`src/rtl/uart_rx_tx_buffer.sv`:
```
// rtl/uart_rx_tx_buffer.sv - byte FIFO between uart_receiver and uart_transmitter
// Define UART_BUF_LEVEL_EN to add the level/half status outputs.
module uart_rx_tx_buffer #(
  parameter int DEPTH  = 16,
  parameter int ADDR_W = 4
) (
  input  logic              CLKIN,
  input  logic              RESET,
  input  logic [7:0]        rx_data,
  input  logic              rx_done,
  output logic              rx_run,
  output logic [7:0]        tx_data,
  output logic              tx_run,
  input  logic              tx_done,
  output logic              empty,
  output logic              full,
  output logic              overflow
`ifdef UART_BUF_LEVEL_EN
  ,
  output logic [ADDR_W:0]   level,
  output logic              half
`endif
);

  localparam logic [ADDR_W:0] FULL_CNT = (ADDR_W+1)'(DEPTH);

  typedef enum logic [1:0] {IDLE, REQ, BUSY, GAP} state_t;

  state_t            state, state_next;
  logic [7:0]        mem [DEPTH];
  logic [ADDR_W-1:0] wr_ptr, rd_ptr;
  logic [ADDR_W:0]   count, count_next;
  logic              rx_d1, rx_d2, tx_d1, tx_d2;
  logic              rx_ev, tx_ev;
  logic              push_ok, pop;
  logic              tx_run_next;
  logic [7:0]        tx_data_next;

  assign rx_ev   = rx_d1 & ~rx_d2;
  assign tx_ev   = tx_d1 & ~tx_d2;
  // A same-cycle pop frees the slot, so a push while full is still accepted.
  assign push_ok = rx_ev & (~full | pop);

  always_comb begin
    count_next = count;
    if (push_ok && !pop)
      count_next = count + 1'b1;
    else if (!push_ok && pop)
      count_next = count - 1'b1;
  end

  always_comb begin
    state_next   = state;
    tx_run_next  = tx_run;
    tx_data_next = tx_data;
    pop          = 1'b0;
    case (state)
      IDLE: begin
        if (!empty) begin
          tx_data_next = mem[rd_ptr];
          state_next   = REQ;
        end
      end
      REQ: begin
        tx_run_next = 1'b1;
        state_next  = BUSY;
      end
      BUSY: begin
        if (tx_ev) begin
          tx_run_next = 1'b0;
          pop         = 1'b1;
          state_next  = GAP;
        end
      end
      // A done level still high from the previous byte must not ack the next.
      GAP: begin
        if (!tx_d1)
          state_next = IDLE;
      end
      default: state_next = IDLE;
    endcase
  end

  always_ff @(posedge CLKIN) begin
    if (push_ok)
      mem[wr_ptr] <= rx_data;
  end

  always_ff @(posedge CLKIN) begin
    if (RESET) begin
      state    <= IDLE;
      wr_ptr   <= '0;
      rd_ptr   <= '0;
      count    <= '0;
      rx_d1    <= 1'b0;
      rx_d2    <= 1'b0;
      tx_d1    <= 1'b0;
      tx_d2    <= 1'b0;
      tx_run   <= 1'b0;
      tx_data  <= 8'h00;
      empty    <= 1'b1;
      full     <= 1'b0;
      rx_run   <= 1'b1;
      overflow <= 1'b0;
    end else begin
      state   <= state_next;
      rx_d1   <= rx_done;
      rx_d2   <= rx_d1;
      tx_d1   <= tx_done;
      tx_d2   <= tx_d1;
      tx_run  <= tx_run_next;
      tx_data <= tx_data_next;
      if (push_ok)
        wr_ptr <= wr_ptr + 1'b1;
      if (pop)
        rd_ptr <= rd_ptr + 1'b1;
      count  <= count_next;
      empty  <= (count_next == '0);
      full   <= (count_next == FULL_CNT);
      rx_run <= (count_next != FULL_CNT);
      if (rx_ev && full && !pop)
        overflow <= 1'b1;
    end
  end

`ifdef UART_BUF_LEVEL_EN
  assign level = count;
  assign half  = (count >= (ADDR_W+1)'(DEPTH / 2));
`endif

endmodule

```
`config.mk`:
```
export PLATFORM = sky130hd
export DESIGN_NAME = uart_rx_tx_buffer
export DESIGN_NICKNAME = d
export VERILOG_FILES = /design/src/rtl/uart_rx_tx_buffer.sv
export SDC_FILE = /design/constraint.sdc
export NUM_CORES = 1
export LEC_CHECK = 0
export BUFFER_PORTS_ARGS = -buffer_cell sky130_fd_sc_hd__buf_4
export CAP_MARGIN = 20
export CORE_ASPECT_RATIO = 0.8
export CORE_UTILIZATION = 45
export CTS_CLUSTER_SIZE = 20
export DETAILED_ROUTE_END_ITERATION = 12
export PLACE_DENSITY_LB_ADDON = 0.2
export SLEW_MARGIN = 0
export SYNTH_ARGS = -nofsm -noshare
export SYNTH_HDL_FRONTEND = slang
export SYNTH_SLANG_ARGS = --single-unit
```
`constraint.sdc`:
```
create_clock -name CLKIN -period 5.55 [get_ports CLKIN]
set_clock_uncertainty 0.2 [all_clocks]
set_input_delay 0.555 -clock CLKIN [delete_from_list [all_inputs] [get_ports CLKIN]]
set_output_delay 0.555 -clock CLKIN [all_outputs]
set_load 0.1 [all_outputs]
```
# After elaboration in Yosys (flattened, before gate mapping)
# Memory sizes are Yosys's and may differ from the RTL's. A register that Yosys moved wholly into a read port is not among the register bits.
# Cells that the tools add are included.
op_classes:
  addsub: 4
  eq_ne: 8
  n_reduce_logical: 12
  n_mux: 12
  n_bitwise: 8
ops:
  columns: ["op", "n"]
  rows:
  - ["two-way mux 5 bit", 2]
  - ["adder 4 x 1 -> 4 bit, second input constant", 2]
  - ["one-hot mux 2 bit (4 select lines)", 1]
  - ["two-way mux 2 bit", 3]
  - ["!= test 2 bit, second input constant", 3]
  - ["adder 5 x 1 -> 5 bit, second input constant", 1]
  - ["== test 5 bit, second input constant", 1]
  - ["zero test 5 bit", 1]
  - ["two-way mux 1 bit", 5]
  - ["!= test 5 bit, second input constant", 1]
  - ["subtractor 5 x 1 -> 5 bit, second input constant", 1]
  - ["== test 2 bit, second input constant", 2]
  - ["logical AND 1 bit", 4]
  - ["inverter 1 bit", 4]
  - ["AND reduction 2 bit", 2]
  - ["bitwise AND 1 bit", 3]
  - ["AND reduction 3 bit", 1]
  - ["== test 2 x 1 -> 1 bit, second input constant", 1]
  - ["zero test 1 bit", 2]
  - ["zero test 2 bit", 1]
  - ["one-hot mux 1 bit (2 select lines)", 1]
  - ["nonzero test 2 bit", 1]
  - ["OR 1 bit", 1]
word_totals:
  reg_bits: 24
  word_cells: 58
  out_inout_bits: 13
  inputBits: 12
  memories: 1
  ramBits: 128
mem_list:
  columns: ["memory", "words", "width", "rd", "rd_ports_with_merged_regs", "wr", "line_no", "rtl"]
  rows:
  - ["mem", 16, 8, 1, 1, 1, "30", "logic [7:0] mem [DEPTH];"]

# Depth between registers and ports, before layout
# Gate-level depths: netlist (run 1).
depth:
  depth_word: 11
  ltp_mapped: 8
  depth_no_buf: 7

# Worst setup path before layout (run 1)
# No wires, ideal clock.
synth_path:
  kind: "register to register"
  startpoint: "reg state[0]"
  endpoint: "mem mem[3][0] (enable)"
  slack_ns: 2.998
  stages_incl_launch_ff: 8
  arrival_ns: 1.969
  t_required_ns: 4.967
  period_less_slack_ns: 2.552
  n_path_buf: 1
  setup_ns: 0.383
  path_cell_list: "dfxtp_1 inv_1 ha_1 nand3b_1 buf_2 a21oi_2 nand2_1 nor3_1"
synth_between:
  elab_chain_cells: 6
synth_lines:
  columns: ["element", "line_no", "rtl"]
  rows:
  - ["start: declaration", "29", "state_t state, state_next;"]
  - ["start signal: assignment", "106", "state <= state_next;"]
  - ["== test 2 bit", "57", "case (state)"]
  - ["two-way mux 1 bit", "57", null]
  - ["OR 1 bit", "42", "assign push_ok = rx_ev & (~full | pop);"]
  - ["bitwise AND 1 bit", "42", null]
  - ["two-way mux 1 bit", "85", "if (push_ok)"]
  - ["two-way mux 1 bit (not written as such)", "86", "mem[wr_ptr] <= rx_data;"]
  - ["end: declaration", "30", null]
# Every way passes these cells.

# Final worst setup path (run 1)
layout_path:
  startpoint: "reg state[0]"
  endpoint: "mem mem[7][0] (enable)"
# Same word-level chain as after synthesis.

==> impl_metrics.ini, run 1 <==
[run_status]
status = finished clean

[grt]
grt_first_pass_wirelength_um = 19500
track_usage = 0.189
grt_max_degree = 36
grt_pass1_vias = 3277
overflow = 0
grt_antenna_before_repair = 0

[critical_path]
cp_slowest_stage_delay_ns = 0.67
worstSetupPathType = register to register
worstPathCellList = inv_1 > ha_1 > nand3b_1 > a21oi_2 > nand2_1 > nor2_1
slowest_stage = nor2_1
cp.required_ns = 5.40
r2r_start = state[0]
cp_data_arrival_time_ns = 2.91
start_kind = register
worstPathMaxFanout = 11
crit_path_start = state[0]
reg2reg_depth = 6
end_kind = register

[route]
top_layer = met4
met2_length_um = 5490
vias = 3333
wirelength_um = 12600
dr.pass1.iters = 6
drc = 0
routedWlPerCell_um = 21.0
antenna_left = 0
vias_per_cell = 5.54
drtIter0Drc = 383
route.met3.wl_um = 681
m1WireLength_um = 6290

[worst_hold_path]
hold_path_class = input port to register
holdPathStages = 2
hp-start = rx_done

[yosys]
synth.top_cell.area_share = 0.593
yosysWarnings = 0
syn_area_per_cell_um2 = 17.0
synth_cells = 380
netlist-cell-type-count = 51
synth_top_area_cell = edfxtp_1
ys.flop_type = edfxtp_1
synth_edf_count = 128
yosys-top-cells-area = edfxtp_1 (59%), dfxtp_1 (9.9%), mux4_1 (6.9%)
yosys_register_bits = 160
ys_seq_area_frac = 0.692
synth_area_um2 = 6480
async_flop_share = 0
syn_nets = 404

[die]
initial_utilization = 0.470
die_x_um = 136
die_y_um = 109
io_pins = 25
row_count = 38
coreArea_um2 = 13800
dieArea_um2 = 14900

[clock_network]
cts_setup_buffers = 0
cts.root.buffer_cell = clkbuf_16
clock_path_buffers = 2
htree_levels = 4
cts_hold_buf = 0
clkTransAtPathRegs_ns = 0.06
clock_latency_ns = 0.42
clock_sinks = 160
cts_resized = 0
numCtsBuffers = 17
cts_tree = built

[layout]
area_growth_pct = 13.8
antenna_cells = 0
nNetsFinal = 433
final_area_um2 = 7370
drive_gt1_frac = 0.197

[power]
power.density_nw_per_um2 = 398
p_leak_nw = 2.47
peakVddDrop_uv = 243

[timing]
timing.max_slew.rel_slack = 0.451
min_period_ns = 3.06
finalMaxSlewViolations = 0
finalSetupViolCount = 0
rsz0062_at_grt = no
maxClockFrequency_ghz = 0.327
finalSetupTns_ns = 0
tightest_slew_ns = 0.820
final_hold_viol_count = 0
period_share = 0.552
setup_ws_ns = 2.49

[placement]
place.gp.congestion = 0.779
io_buffers = 24
dpl_worst_slack_ns = 2.21
dpl_cell_area_um2 = 6750
place_hpwl_um = 8000

[job]
max_cap_viol_count = 0
-- per-stage QoR --
step           utilization  instances  hold WS, ns  total power (W)
6_report             0.535        602        0.148          0.00293
5_1_grt              0.535        602        0.154          0.00304
4_1_cts              0.533        598        0.134          0.00295
3_5_place_dp         0.490        566        0.271          0.00178
3_3_place_gp         0.490        566        0.268          0.00177
2_1_floorplan            -        380        0.272          0.00169
-- kinds of logic after synthesis --
| logic type | synth area share |
|---|---|
| muxes | 0.123 |
| buffers and inverters | 0.0267 |
| adders and majority gates | 0.0232 |
| and+or+nand+nor | 0.0738 |
| AOI/OAI and AO/OA | 0.0508 |
| xor gates and xnor gates | 0.0108 |
| DFF | 0.692 |
-- per-layer routing --
layer,GRT usage,vias to the layer above
met2,0.270,89
met3,0.0470,14
li1,-,1557
met1,0.282,1673
met4,0.0643,0
met5,0,-
-- cells in the final DEF, fill, tap and decap left out, drive strengths merged, types with 2 or more instances in the layout --
master    count
dfxtp        32
o21ai         2
and3          3
a31o          2
and2          2
a22oi        16
a21oi        24
inv           6
mux4         32
clkinvlp      3
nand2        10
ha           12
nor2b         8
nand4         3
nor2         41
edfxtp      128
buf          28
xor2          5
nand2b        4
clkinv        4
xnor2         3
clkbuf       24
bufinv        3
and3b         2
nor3          7
-- report_power, final --
part | internal (W) | switching [W]
registers | 0.00133 | 0.0000264
logic | 0.000120 | 0.000277
clock network | 0.000729 | 0.000450
total | 0.00218 | 0.000753
-- synth_stat cells, types with 2 or more instances --
master and number:
and3b_1 2, and2_1 2, nand4_1 3, dfxtp_1 32, ha_1 12, buf_4 3
nor2b_1 8, mux4_1 17, nand2_1 10, a21oi_2 2, o21ai_0 2, buf_2 6
mux4_2 15, xor2_1 5, a22oi_1 16, inv_1 6, clkdlybuf4s25_2 2, nand2b_1 4
nor2_1 40, nor3_1 7, buf_6 3, a21oi_1 22, clkbuf_1 3, and3_1 2
xnor2_1 3, edfxtp_1 128
-- state kept, by name, summed over array words and instances, names as in the netlist, 2 cells and up --
name,count
state,2
wr_ptr,4
tx_data,8
rd_ptr,4
count,5
mem,128
-- worst paths after layout --
check	to	slack, ns
hold reg to reg	overflow	0.28
hold / removal	rx_d1	0.15
setup / recovery	mem[7][0]	2.49
setup reg to reg	mem[7][0]	2.49
-- critical path: cells and delay by family, from the launching register on --
| family | cells | cell delay, ns |
|---|---|---|
| AOI/OAI and AO/OA | 1 | 0.48 |
| adders and majority gates | 1 | 0.26 |
| buffers and inverters | 1 | 0.11 |
| DFF | 1 | 0.34 |
| and+or+nand+nor | 3 | 1.30 |
-- layout make-up --
cell class / count / area, um^2
clock buffer: 22 / 464
clock inverter: 10 / 135
fill: 1106 / 6410
inverter: 6 / 22.5
multi-input combinational: 194 / 1820
sequential: 160 / 4490
tap: 180 / 225
timing repair buffer: 30 / 220
No activity file was read; power rests on OpenSTA's default activity.
==> run 2: changes to the inputs <==
==> constraint.sdc (replaced) <==
create_clock -name CLKIN -period 2.48 [get_ports CLKIN]
set_clock_uncertainty 0.2 [all_clocks]
set_input_delay 0.248 -clock CLKIN [delete_from_list [all_inputs] [get_ports CLKIN]]
set_output_delay 0.248 -clock CLKIN [all_outputs]
set_load 0.1 [all_outputs]
==> run 2 against run 1 <==
Effect of this change: setup slack worse by 2.3 ns; critical path type unchanged; clock power is 110% higher; first-iteration DRC count is 23% lower; sequential power is 120% higher; fmax is 32% higher; largest power group unchanged; core utilization is 1.8 points higher; register-to-register slack worse by 2.3 ns; combinational power is 130% higher; routed wire length is 2.0% higher.
==> impl_metrics.ini, run 2 (synthesis gave the netlist of run 1 again) <==
[run_status]
status = finished clean

[die]
initial_utilization = 0.470
dieArea_um2 = 14900
row_count = 38
die_y_um = 109
io_pins = 25
coreArea_um2 = 13800
die_x_um = 136

[timing]
tightest_slew_ns = 0.661
timing.max_slew.rel_slack = 0.559
min_period_ns = 2.32
finalSetupTns_ns = 0
finalHoldWorstSlack_ns = 0.279
rsz0062_at_grt = yes
finalSetupViolCount = 0
final_hold_viol_count = 0
period_share = 0.934
maxClockFrequency_ghz = 0.432
finalMaxSlewViolations = 0

[layout]
drive_gt1_frac = 0.222
antenna_cells = 0
largest_reg_flops = 128
area_growth_pct = 17.7
largest_registers = mem x128, tx_data x8, count x5
nNetsFinal = 463
layout_commonest_cell = edfxtp_1
layout_common_cells = edfxtp_1 (128), buf_4 (46), nor2_1 (40)
fillers = 1088
top_register = mem

[worst_hold_path]
hold_path_class = register to register
hp-start = overflow
holdPathStages = 2

[grt]
grt_first_pass_wirelength_um = 20100
grt_pass1_vias = 3461
track_usage = 0.196
grt_antenna_before_repair = 0
grt_max_degree = 31
overflow = 0

[route]
drc = 0
drtIter0Drc = 295
dr.pass1.iters = 5
vias = 3396
vias_per_cell = 5.38
routedWlPerCell_um = 20.4
antenna_left = 0
wirelength_um = 12900

[clock_network]
numCtsBuffers = 17
clock_path_buffers = 2
cts_setup_buffers = 0
clock_latency_ns = 0.43
clock_sinks = 160
cts_tree = built
cts.root.buffer_cell = clkbuf_16
htree_levels = 4
clkTransAtPathRegs_ns = 0.06
cts_resized = 0

[critical_path]
cp_data_arrival_time_ns = 2.24
r2r_start = state[0]
slowest_stage = dfxtp_1
worst-path-stages = 7
worstPathMaxFanout = 8
r2r_end = mem[7][1]
r2r_slack_ns = 0.16
start_kind = register
worstSetupPathType = register to register
end_kind = register
critPathCapture = mem[7][1]
cp_slowest_stage_delay_ns = 0.34
reg2reg_depth = 7
crit_buf_inv = 2
cp.required_ns = 2.40
path_delay_family = simple AND/OR/NAND/NOR gates
worstPathCellList = inv_1 > ha_1 > nand3b_1 > a21oi_2 > nand2_1 > nor2_1 > buf_4
crit_path_start = state[0]

[power]
power_w = 0.00642
p_leak_nw = 2.60
power.density_nw_per_um2 = 842
peakVddDrop_uv = 593

[placement]
place.gp.congestion = 0.799
io_buffers = 24
place_hpwl_um = 8280

[job]
max_cap_viol_count = 0
## run 2: changes by cell type in the layout (fill, tap and decap cells not counted), sizes merged
cell | before | now
clkinv | 4 | 5
clkbuf | 24 | 20
inv | 6 | 7
dlygate4sd3 | 0 | 12
buf | 28 | 48
bufinv | 3 | 2
## run 2: area by class of cell
cell class / count / area, um^2 / area share
Clock buffer: 20 / 437 / 0.0573
Clock inverter: 11 / 116 / 0.0153
Inverter: 6 / 22.5 / 0.00295
Multi-Input combinational cell: 194 / 1830 / 0.240
Sequential cell: 160 / 4490 / 0.588
Tap cell: 180 / 225 / 0.0295
Timing Repair Buffer: 60 / 505 / 0.0663
## run 2: repair_timing
item	4_1_cts	5_1_grt
hold endpoints to repair	140	0
endpoints found under the setup margin	0	15
hold buffers	12	0
## run 2: worst min-delay path by stage
stage	slack, ns	endpoint
floorplan	0.13	count[4]
global placement	0.26	overflow
detailed placement	0.27	rx_d1
CTS	0.28	overflow
global route	0.32	rx_d2
finish	0.28	overflow
## run 2: per-stage QoR
step	setup WS (ns)	std cells	utilization	cell area, um^2
detailed placement	0.181	588	0.504	6950
global placement	0.289	588	0.504	6950
finish	0.163	631	0.553	7620
global route	-0.0245	631	0.553	7620
CTS	0.157	631	0.553	7620
floorplan	-0.0377	380	-	6490
## run 2: metal layers
layer / vias up / track usage / part of all wire / routed length, um
met3: 13 / 0.0599 / 0.050 / 644
met5: - / 0 / 0 / 0
met4: 0 / 0.0643 / 0.0084 / 108
met1: 1682 / 0.285 / 0.48 / 6230
li1: 1610 / - / - / -
met2: 91 / 0.281 / 0.46 / 5890
## run 2: power by group
group / internal [W] / switching [W] / total, W
clock: 0.00147 / 0.000996 / 0.00246
sequential: 0.00298 / 0.0000602 / 0.00304
combinational: 0.000291 / 0.000624 / 0.000915
total: 0.00474 / 0.00168 / 0.00642
## run 2: worst register-to-register path: cells and delay by family, from the launching register on
kind,cells,cell delay [ns]
compound gates,1,0.28
fa+ha+maj,1,0.28
flops,1,0.34
simple gates,3,0.61
buf+inv,2,0.31
==> run 3: changes to the inputs <==
--- a/config.mk
+++ b/config.mk
@@ -7,6 +7,8 @@
 export LEC_CHECK = 0
 export BUFFER_PORTS_ARGS = -buffer_cell sky130_fd_sc_hd__buf_4
 export CAP_MARGIN = 20
+export CELL_PAD_IN_SITES_DETAIL_PLACEMENT = 0
+export CELL_PAD_IN_SITES_GLOBAL_PLACEMENT = 1
 export CORE_ASPECT_RATIO = 0.8
 export CORE_UTILIZATION = 45
 export CTS_CLUSTER_SIZE = 20
==> run 3 against run 2 <==
Effect of this change: flip-flop and latch count is the same; clock-buffer cell count shrank 3; combinational power grew 0.9%; sequential share of layout area grew 0.058 points; final area is essentially flat; via count grew 1.9%; non-clock buffer count shrank 5; final cell count shrank 0.79%; first-iteration DRC count shrank 1.7%; critical path depth is the same; register-to-register slack lost 0.02 ns; total power grew 1.3%; critical path type unchanged; largest cell class unchanged; largest power group unchanged; highest routed layer unchanged.
==> impl_metrics.ini, run 3 (synthesis gave the netlist of run 1 again) <==
[job]
max_cap_viol_count = 0

[clock_network]
numCtsBuffers = 17
cts.root.buffer_cell = clkbuf_16
clock_path_buffers = 2
clock_latency_ns = 0.42
clkTransAtPathRegs_ns = 0.06
cts_tree = built
clock_sinks = 160
htree_levels = 4

[die]
dieArea_um2 = 14900
io_pins = 25
die_y_um = 109
die_x_um = 136
coreArea_um2 = 13800
initial_utilization = 0.470
row_count = 38

[grt]
overflow = 0
grt_first_pass_wirelength_um = 19800
grt_max_degree = 36
grt_antenna_before_repair = 0
track_usage = 0.195
grt_pass1_vias = 3368

[route]
vias = 3461
dr.pass1.iters = 4
routedWlPerCell_um = 20.9
vias_per_cell = 5.53
wirelength_um = 13100
drc = 0
antenna_left = 0
drtIter0Drc = 290

[layout]
nNetsFinal = 458
antenna_cells = 0
layout_commonest_cell = edfxtp_1
drive_gt1_frac = 0.226
largest_registers = mem x128, tx_data x8, count x5
multiInputGateArea_um2 = 1850
area_growth_pct = 17.6
layout_common_cells = edfxtp_1 (128), buf_4 (43), nor2_1 (40)
fillers = 1097
top_register = mem
largest_reg_flops = 128
final-seq-area_um2 = 4490
final_area_um2 = 7620

[placement]
dpl_cell_area_um2 = 6930
dpl_worst_slack_ns = 0.122
place.gp.congestion = 0.734
io_buffers = 24
place_hpwl_um = 8230

[run_status]
status = finished clean

[timing]
finalSetupTns_ns = 0
tightest_slew_ns = 0.653
rsz0062_at_grt = no
min_period_ns = 2.33
final_hold_viol_count = 0
finalMaxSlewViolations = 0
maxClockFrequency_ghz = 0.428
finalSetupViolCount = 0
period_share = 0.941
setup_ws_ns = 0.145
timing.max_slew.rel_slack = 0.565
finalHoldWorstSlack_ns = 0.00866

[critical_path]
cp_data_arrival_time_ns = 2.50
start_kind = register
worstPathMaxFanout = 9
cp.required_ns = 2.65
end_kind = register
worstSetupPathType = register to register

[power]
power.density_nw_per_um2 = 854
peakVddDrop_uv = 552
p_leak_nw = 2.60

[worst_hold_path]
hold_path_class = input port to register
run 3: worst paths after layout:
| check | start | end | slack [ns] | cells after the start |
|---|---|---|---|---|
| max reg2reg | state[0] | empty | 0.15 | 7 |
| min | RESET | tx_run | 0.009 | 2 |
| min reg2reg | tx_run | tx_run | 0.29 | 2 |
| max | state[0] | empty | 0.15 | 7 |
run 3: metrics by stage:
step | cells | utilization | total power [W]
after detailed placement | 585 | 0.502 | 0.00399
after CTS | 626 | 0.551 | 0.00654
after global placement | 585 | 0.502 | 0.00397
final | 626 | 0.552 | 0.00650
after global routing | 626 | 0.552 | 0.00672
after floorplan | 380 | - | 0.00378
run 3: power breakdown:
| part | internal, W | switching, W |
|---|---|---|
| sequential | 0.00298 | 0.0000592 |
| combinational | 0.000295 | 0.000628 |
| clock | 0.00155 | 0.000988 |
| total | 0.00483 | 0.00168 |
run 3: what timing repair did:
action / 4_1_cts / 5_1_grt
buffers inserted: 0 / 0
hold buffers: 10 / 0
endpoints found under the setup margin: 0 / 64
resized for setup: 0 / 2
endpoints found under the hold margin: 130 / 0
run 3: cell type report:
class | instances | area share
clock buffers | 17 | 0.0559
inverters | 6 | 0.00296
clock inverters | 14 | 0.0195
repair buffers | 55 | 0.0608
well taps | 180 | 0.0296
multi-input cells | 194 | 0.242
flip-flops and latches | 160 | 0.589
run 3: critical path, stage by stage, from the launching register on:
cell,delay (ns)
dfxtp_1,0.38
inv_1,0.10
ha_1,0.29
and3b_1,0.35
and3_4,0.25
or3_4,0.36
a21oi_2,0.18
a31o_1,0.17
run 3: layer usage:
layer	up-vias	wire [um]	global-route usage
met1	1767	6480	0.282
met3	15	644	0.0590
met4	0	172	0.0690
li1	1611	-	-
met5	-	0	0
met2	68	5760	0.279
